File: src/rtl/irq_router.sv
// irq_router: collects active-low slot interrupt requests, synchronizes and
// masks them, and raises one CPU interrupt at a time. Slots are granted round
// robin. The grant is held through the Z80-style acknowledge cycle, and a
// short hold-off follows each acknowledge.
module irq_router #(
    parameter int NUM_SLOTS   = 5,
    parameter int HOLDOFF_CYC = 2
) (
    input  logic                 clk,
    input  logic                 rst_n,
    input  logic [NUM_SLOTS-1:0] slot_irq_n,
    input  logic [NUM_SLOTS-1:0] irq_mask,
    input  logic                 iorq_n,
    input  logic                 m1_n,
    output logic                 cpu_int_n,
    output logic                 irq_int_active,
    output logic [2:0]           irq_int_slot,
    output logic                 irq_vec_cycle,
    output logic [NUM_SLOTS-1:0] irq_pending
);

    localparam int PTR_W = 3;

    typedef enum logic [1:0] {
        S_IDLE    = 2'd0,
        S_ASSERT  = 2'd1,
        S_ACK     = 2'd2,
        S_HOLDOFF = 2'd3
    } state_t;

    state_t                 state_q, state_d;
    logic [NUM_SLOTS-1:0]   sync1_q, sync1_d;
    logic [NUM_SLOTS-1:0]   sync2_q, sync2_d;
    logic [NUM_SLOTS-1:0]   pending_q, pending_d;
    logic                   cpu_int_n_q, cpu_int_n_d;
    logic                   active_q, active_d;
    logic [PTR_W-1:0]       slot_q, slot_d;
    logic                   vec_q, vec_d;
    logic [PTR_W-1:0]       rr_ptr_q, rr_ptr_d;
    logic [3:0]             cnt_q, cnt_d;

    logic [NUM_SLOTS-1:0]   pend;
    logic                   ack_cycle;
    logic                   grant_found;
    logic [PTR_W-1:0]       grant_idx;

    // Masked, synchronized request vector and the acknowledge decode.
    assign pend      = ~sync2_q & irq_mask;
    assign ack_cycle = !iorq_n && !m1_n;

    // Round-robin search: first pending slot at or above rr_ptr, wrapping.
    always_comb begin : grant_scan
        logic [PTR_W:0] cand;
        // NOTE: every variable written here gets a default first, so no path
        // can leave it unassigned and infer a latch.
        grant_found = 1'b0;
        grant_idx   = '0;
        cand        = '0;
        for (int i = 0; i < NUM_SLOTS; i++) begin
            cand = {1'b0, rr_ptr_q} + (PTR_W+1)'(i);
            if (cand >= (PTR_W+1)'(NUM_SLOTS)) begin
                cand = cand - (PTR_W+1)'(NUM_SLOTS);
            end
            if (!grant_found && pend[cand[PTR_W-1:0]]) begin
                grant_found = 1'b1;
                grant_idx   = cand[PTR_W-1:0];
            end
        end
    end

    // Next-state and registered-output logic for the grant/acknowledge FSM.
    always_comb begin
        sync1_d     = slot_irq_n;
        sync2_d     = sync1_q;
        pending_d   = pend;
        state_d     = state_q;
        cpu_int_n_d = cpu_int_n_q;
        active_d    = active_q;
        slot_d      = slot_q;
        vec_d       = vec_q;
        rr_ptr_d    = rr_ptr_q;
        cnt_d       = cnt_q;

        case (state_q)
            S_IDLE: begin
                // A vector fetch with nothing latched is spurious: flag it so
                // the address decoder returns 0xFF, and do not grant under it.
                vec_d = ack_cycle;
                if (!ack_cycle && grant_found) begin
                    state_d     = S_ASSERT;
                    slot_d      = grant_idx;
                    active_d    = 1'b1;
                    cpu_int_n_d = 1'b0;
                end
            end
            S_ASSERT: begin
                // Acknowledge wins over a withdrawal seen on the same edge.
                if (ack_cycle) begin
                    state_d     = S_ACK;
                    vec_d       = 1'b1;
                    cpu_int_n_d = 1'b1;
                end else if (!pend[slot_q]) begin
                    state_d     = S_IDLE;
                    cpu_int_n_d = 1'b1;
                    active_d    = 1'b0;
                end
            end
            S_ACK: begin
                if (iorq_n) begin
                    state_d  = S_HOLDOFF;
                    vec_d    = 1'b0;
                    active_d = 1'b0;
                    rr_ptr_d = (slot_q == PTR_W'(NUM_SLOTS - 1)) ? '0 : slot_q + 1'b1;
                    cnt_d    = 4'(HOLDOFF_CYC - 1);
                end
            end
            S_HOLDOFF: begin
                vec_d = ack_cycle;
                if (cnt_q == 4'd0) begin
                    state_d = S_IDLE;
                end else begin
                    cnt_d = cnt_q - 4'd1;
                end
            end
            default: state_d = S_IDLE;
        endcase
    end

    // State and output registers with synchronous active-low reset.
    always_ff @(posedge clk) begin
        // NOTE: sequential state uses non-blocking assignments only, so every
        // flop samples pre-edge values regardless of statement order.
        if (!rst_n) begin
            state_q     <= S_IDLE;
            sync1_q     <= '1;
            sync2_q     <= '1;
            pending_q   <= '0;
            cpu_int_n_q <= 1'b1;
            active_q    <= 1'b0;
            slot_q      <= '0;
            vec_q       <= 1'b0;
            rr_ptr_q    <= '0;
            cnt_q       <= '0;
        end else begin
            state_q     <= state_d;
            sync1_q     <= sync1_d;
            sync2_q     <= sync2_d;
            pending_q   <= pending_d;
            cpu_int_n_q <= cpu_int_n_d;
            active_q    <= active_d;
            slot_q      <= slot_d;
            vec_q       <= vec_d;
            rr_ptr_q    <= rr_ptr_d;
            cnt_q       <= cnt_d;
        end
    end

    assign cpu_int_n      = cpu_int_n_q;
    assign irq_int_active = active_q;
    assign irq_int_slot   = slot_q;
    assign irq_vec_cycle  = vec_q;
    assign irq_pending    = pending_q;

endmodule

File: config.mk
export PLATFORM = sky130hd
export DESIGN_NAME = irq_router
export DESIGN_NICKNAME = d
export VERILOG_FILES = /design/src/rtl/irq_router.sv
export SDC_FILE = /design/constraint.sdc
export NUM_CORES = 1
export LEC_CHECK = 0
export BUFFER_PORTS_ARGS = -buffer_cell sky130_fd_sc_hd__buf_2
export CAP_MARGIN = 30
export CORE_ASPECT_RATIO = 1.5
export CORE_MARGIN = 5
export CORE_UTILIZATION = 44
export DETAILED_ROUTE_END_ITERATION = 6
export GPL_TIMING_DRIVEN = 0
export SLEW_MARGIN = 25
export SYNTH_ARGS = -nofsm -noshare
export SYNTH_HDL_FRONTEND = slang
export SYNTH_SLANG_ARGS = --single-unit
File: constraint.sdc
create_clock -name clk -period 7.25 [get_ports clk]
set_input_delay 1.45 -clock clk [delete_from_list [all_inputs] [get_ports clk]]
set_output_delay 1.45 -clock clk [all_outputs]
set_load 0.01 [all_outputs]
-- Yosys cells after proc, flatten, opt, wreduce, memory -nomap -nowiden
Index checks and enable logic that the tools add are counted.
- logic and storage cells: 120
- flip-flop bits (word level): 30
- bits of input ports: 14
- eq/ne operators: 12
- $lt $le $gt $ge: 11
- muxes and demuxes: 48
- bitwise logic cells: 2
- $add $sub $neg: 11
- reductions and logical operators: 26
- operators by type and width (cell ; count):
    $mux 3 ; 11
    $lt 3x4->1 const B ; 6
    $mux 1 ; 19
    $bmux 1 s3 ; 6
    $ge 4x3->1 const B ; 4
    $sub 3x3->3 const B ; 5
    $ne 2x2->1 const B ; 7
    $mux 2 ; 5
    $add 3x2->4 const B ; 2
    $mux 4 ; 2
    $pmux 2 s4 ; 1
    $pmux 4 s2 ; 1
    $logic_not 1->1 ; 7
    $logic_and 1x1->1 ; 6
    $pmux 1 s3 ; 2
    $reduce_and 2->1 ; 3
    $reduce_and 3->1 ; 2
    $and 5x5->5 ; 1
    $not 5->5 ; 1
    $reduce_and 5->1 ; 1
    $add 3x1->4 const B ; 1
    $add 3x3->4 const B ; 1
    $eq 2x2->1 const B ; 2
    $logic_not 4->1 ; 1
    other kinds (12) ; 13

-- Longest topological paths before layout
- depth in word-level cells: 20
- gate-level depth with buffers: 14
- mapped depth without buffers: 12

-- Worst setup path before layout
OpenSTA, ideal clock, no wires.
- path kind: input -> register
- start point: input port irq_mask[3]
- end point: register slot_q[0] (netlist: irq_int_slot[0])
- stages: 9
- slack: 3.647 ns
- required time: 7.164 ns
- arrival: 3.517 ns
- buffers on the path: 1
- cell sequence: and4b_1 > a2111oi_4 > a31oi_1 > o21a_1 > or3b_1 > buf_6 > o41ai_4 > a21oi_1 > a221oi_2
- longest elaborated chain between the ends: 18
- elaborated cells between the ends (all ways): 31
- classes of those cells: mux (20); bitwise (1); reduce/logical (10)
- ends and longest elaborated chain (item ; RTL line ; RTL):
    start, declared ; 12 ; input logic [NUM_SLOTS-1:0] irq_mask,
    $and 5x5->5 (*) ; 48 ; assign pend = ~sync2_q & irq_mask;
    $bmux 1 s3 ; 64 ; if (!grant_found && pend[cand[PTR_W-1:0]]) begin
    $mux 1 (not written as such) ; 64 ;
    $mux 1 ; 64 ;
    $logic_not 1->1 ; 64 ;
    $logic_and 1x1->1 ; 64 ;
    $mux 1 ; 64 ;
    $logic_not 1->1 ; 64 ;
    [... 2 more ...] ; -- ;
    $logic_not 1->1 ; 64 ;
    $logic_and 1x1->1 ; 64 ;
    $mux 1 ; 64 ;
    $logic_not 1->1 ; 64 ;
    $logic_and 1x1->1 ; 64 ;
    $mux 1 ; 64 ;
    $logic_and 1x1->1 ; 89 ; if (!ack_cycle && grant_found) begin
    $reduce_and 2->1 (no source line) ; -- ;
    end signal, assigned ; 151 ; slot_q <= slot_d;
    end, declared ; 37 ; logic [PTR_W-1:0] slot_q, slot_d;
Every way passes the cells marked *; elsewhere a longest branch is shown, timed or not. The select of a mux whose other input is x is not followed.
A chain may end at the register's enable or synchronous reset.

-- Final worst setup path
- start point: register rr_ptr_q[0]
- end point: register slot_q[0] (netlist: irq_int_slot[0])
- longest elaborated chain between the ends: 19
- elaborated cells between the ends (all ways): 49
- classes of those cells: add/sub (9); order compare (5); mux (25); reduce/logical (10)
- ends and longest elaborated chain (item ; RTL line ; RTL):
    start, declared ; 39 ; logic [PTR_W-1:0] rr_ptr_q, rr_ptr_d;
    start signal, assigned ; 153 ; rr_ptr_q <= rr_ptr_d;
    branches (longest 19 deep; another with $add 3x1->4) ; -- ;
Several ways; the timed one is not identified. The select of a mux whose other input is x is not followed.

==> out/results.txt <==
Status: complete, no violations
Worst R2R Start: rr_ptr_q[0]$_SDFFE_PN0P_
Avg WL per Cell: 15.6 µm
Number of buffers inserted by port buffering: 24
Largest net degree at the start of global routing: 13
Drt first pass iters: 4
Peak Freq: 0.252 GHz
Area leader, netlist: dfxtp_1
Maximum VDD drop: 0.161 mV
Initial antenna violation count: 0
Layout cells sized above 1: 0.164
Synth Instances: 279
Remaining DRCs: 0
CP peak stage delay: 0.61 ns
Starting Density: 0.454
Critical path capture point type: flop
Setup_tns: 0 ns
Min Hold Slack: 0.406 ns
Die X: 69.6 µm
CP Cell Sequence: inv_1 > buf_2 > ha_1 > clkbuf_1 > or3b_2 > o2111ai_1 > o211ai_1 > a32oi_1 > o21ai_0 > or3_1 > o21ai_0 > a221oi_2
Top-count cell post-synth: dfxtp_1
Post-synth ARST share: 0
CTS Hold Bufs: 0
Routed wire length: 5910 µm
CP Launch Point: rr_ptr_q[0]$_SDFFE_PN0P_
Worst Max-Slew Pin Slew: 0.620 ns
# rows: 32
Routability Congestion: 0.891
Global-route wire length before repair: 10200 µm
Max-cap violation count: 0
Worst min path class: flop to flop
Register bit total from synthesis: 30
Pleak: 0.00107 µW
Hold Path Origin: sync1_q[0]$_SDFF_PN1_
Clock Path Buffers: 2
P&R area growth vs syn: 13.4%
FF-to-FF path depth: 12
Ranking of synthesized cells by area: dfxtp_1 26%, ha_1 8.0%, nand2b_1 5.1%
Antenna Cells: 0
Critical path's slowest cell: dfxtp_1
Post-synth EDFFs: 0
WS Path Type: flop to flop
Vias/cell: 5.65
Vias post-DR: 2142
Mapped Area: 0.00234 mm²
H-tree depth: 2
PwrDens: 156 mW/mm²
Antenna viol nets, final: 0
Yosys cell types: 62
Grt total ovfl: 0
RSZ-0062 raised after global routing: no
Non-filler cells, final: 379
Final number of setup-violating endpoints: 0
Full die area: 0.00692 mm²
Hold Crit Depth: 1
HPWL Detailed: 4650 µm
Critical Path AT: 4.11 ns
CORE AREA: 0.00516 mm²
Final min period: 3.97 ns
GRT Overall Usage: 0.182
Clock Sinks: 30
Syn. warnings: 0
Post-synth top flop: dfxtp_1
Nets: 340
Most used cell, CP: o21ai_0
Clock transition at path regs: 0.06 ns
Maximum fanout along the worst path: 11
Clk Latency, worst-skew pair: 0.28 ns
Root Buffer: clkbuf_8
Top-area cell type share of the netlist area: 0.256
CTS resizes: 0
TritonCTS clock tree: yes
Die Ht: 99.4 µm
Placed Instances: 371
Fin crit share: 0.547
Tot Pwr: 414 µW
Required time worst endpoint: 7.40 ns
Syn_nets: 309
Post-CTS setup buffer count: 0
# IOs: 25
Fill cell count: 503
Pins Over Slew Limit: 0
Via count of the first global-routing pass: 2170
Type of origin of the critical path: flop
Slew HR: 0.587
Clock buffer count from CTS: 5
Final Hold Violating Endpoints: 0
Final Skew: 0.00257 ns
Register area share after synthesis: 0.256
Commonest cells post-synth: 30 x dfxtp_1, 28 x nor2_1, 19 x nand2b_1
Avg Inst Size Synth: 8.40 µm²
Initial DRC count: 97
## stage by stage
stage | area, µm² | worst slack, ns | util
3_3_place_gp | 2550 | 3.23 | 0.494
2_1_floorplan | 2340 | 3.65 | -
5_1_grt | 2660 | 2.91 | 0.515
6_report | 2660 | 3.28 | 0.515
3_5_place_dp | 2550 | 3.20 | 0.494
4_1_cts | 2660 | 3.31 | 0.515
## cell usage in the layout, fill, tap and decap left out, types with 4 or more instances in the layout
cell type  synthesis  routed
nor2b_1            9       9
and2_1             4       4
ha_1              15      15
o21a_1             4       4
a21oi_1           15      15
nor3_1             5       5
nor2_1            28      28
mux2i_1            8       8
buf_2              2      26
clkbuf_8           0       5
nor4_1             8       8
inv_1             17      17
a21o_1             4       4
nand2_1           14      14
nand2b_1          19      19
nand3_1            4       4
xnor2_1            7       7
o21ai_0           12      12
a211oi_1           5       5
dfxtp_1           30      30
## registers in the layout, indices dropped and copies added, names as in the netlist, named ones only
| register | flops |
|---|---|
| irq_int_slot | 3 |
| sync1_q | 5 |
| irq_int_active | 1 |
| cnt_q | 4 |
| irq_vec_cycle | 1 |
| cpu_int_n | 1 |
| rr_ptr_q | 3 |
| sync2_q | 5 |
| irq_pending | 5 |
| state_q | 1 |
## where the power goes
part / switching, µW / internal (µW) / total [µW]
clock: 59.9 / 101 / 161
sequential: 6.57 / 174 / 181
combinational: 39.7 / 32.4 / 72.1
total: 106 / 308 / 414
## cells by family after synthesis
group	share of synthesized area
simple gates	0.275
compound gates	0.245
flops	0.256
buf+inv	0.0523
fa+ha+maj	0.0886
mux	0.0534
xor+xnor	0.0299
## worst paths after layout
check	end	slack, ns
worst min-delay path	sync2_q[0]$_SDFF_PN1_	0.41
worst max-delay path	irq_int_slot[0]$_SDFFE_PN0P_	3.28
worst max register to register	irq_int_slot[0]$_SDFFE_PN0P_	3.28
worst min register to register	sync2_q[0]$_SDFF_PN1_	0.41
## critical path, delay by kind of cell (launching register included)
kind                       cells  cell delay (ns)
DFF                            1             0.61
AOI/OAI and AO/OA              6             1.36
adders and majority gates      1             0.35
buffers and inverters          3             0.59
and+or+nand+nor                2             0.92
## area by class of cell
class                      instances  area (µm²)  share of cell area
multi-input combinational        223        1620               0.610
sequential                        30         601               0.226
inverter                          17        63.8              0.0240
clock buffer                       5        68.8              0.0259
clock inverter                     3        40.0              0.0151
tap                               68        85.1              0.0320
buffer                             9        58.8              0.0221
timing repair buffer              24         120              0.0452
## layer usage
layer  track usage  vias up  share of wire
met5             0        -              0
li1              -     1087              -
met2         0.346       42           0.54
met4        0.0887        0          0.027
met1         0.195     1001           0.40
met3        0.0222       12          0.030
No activity file was read; power rests on OpenSTA's default activity.
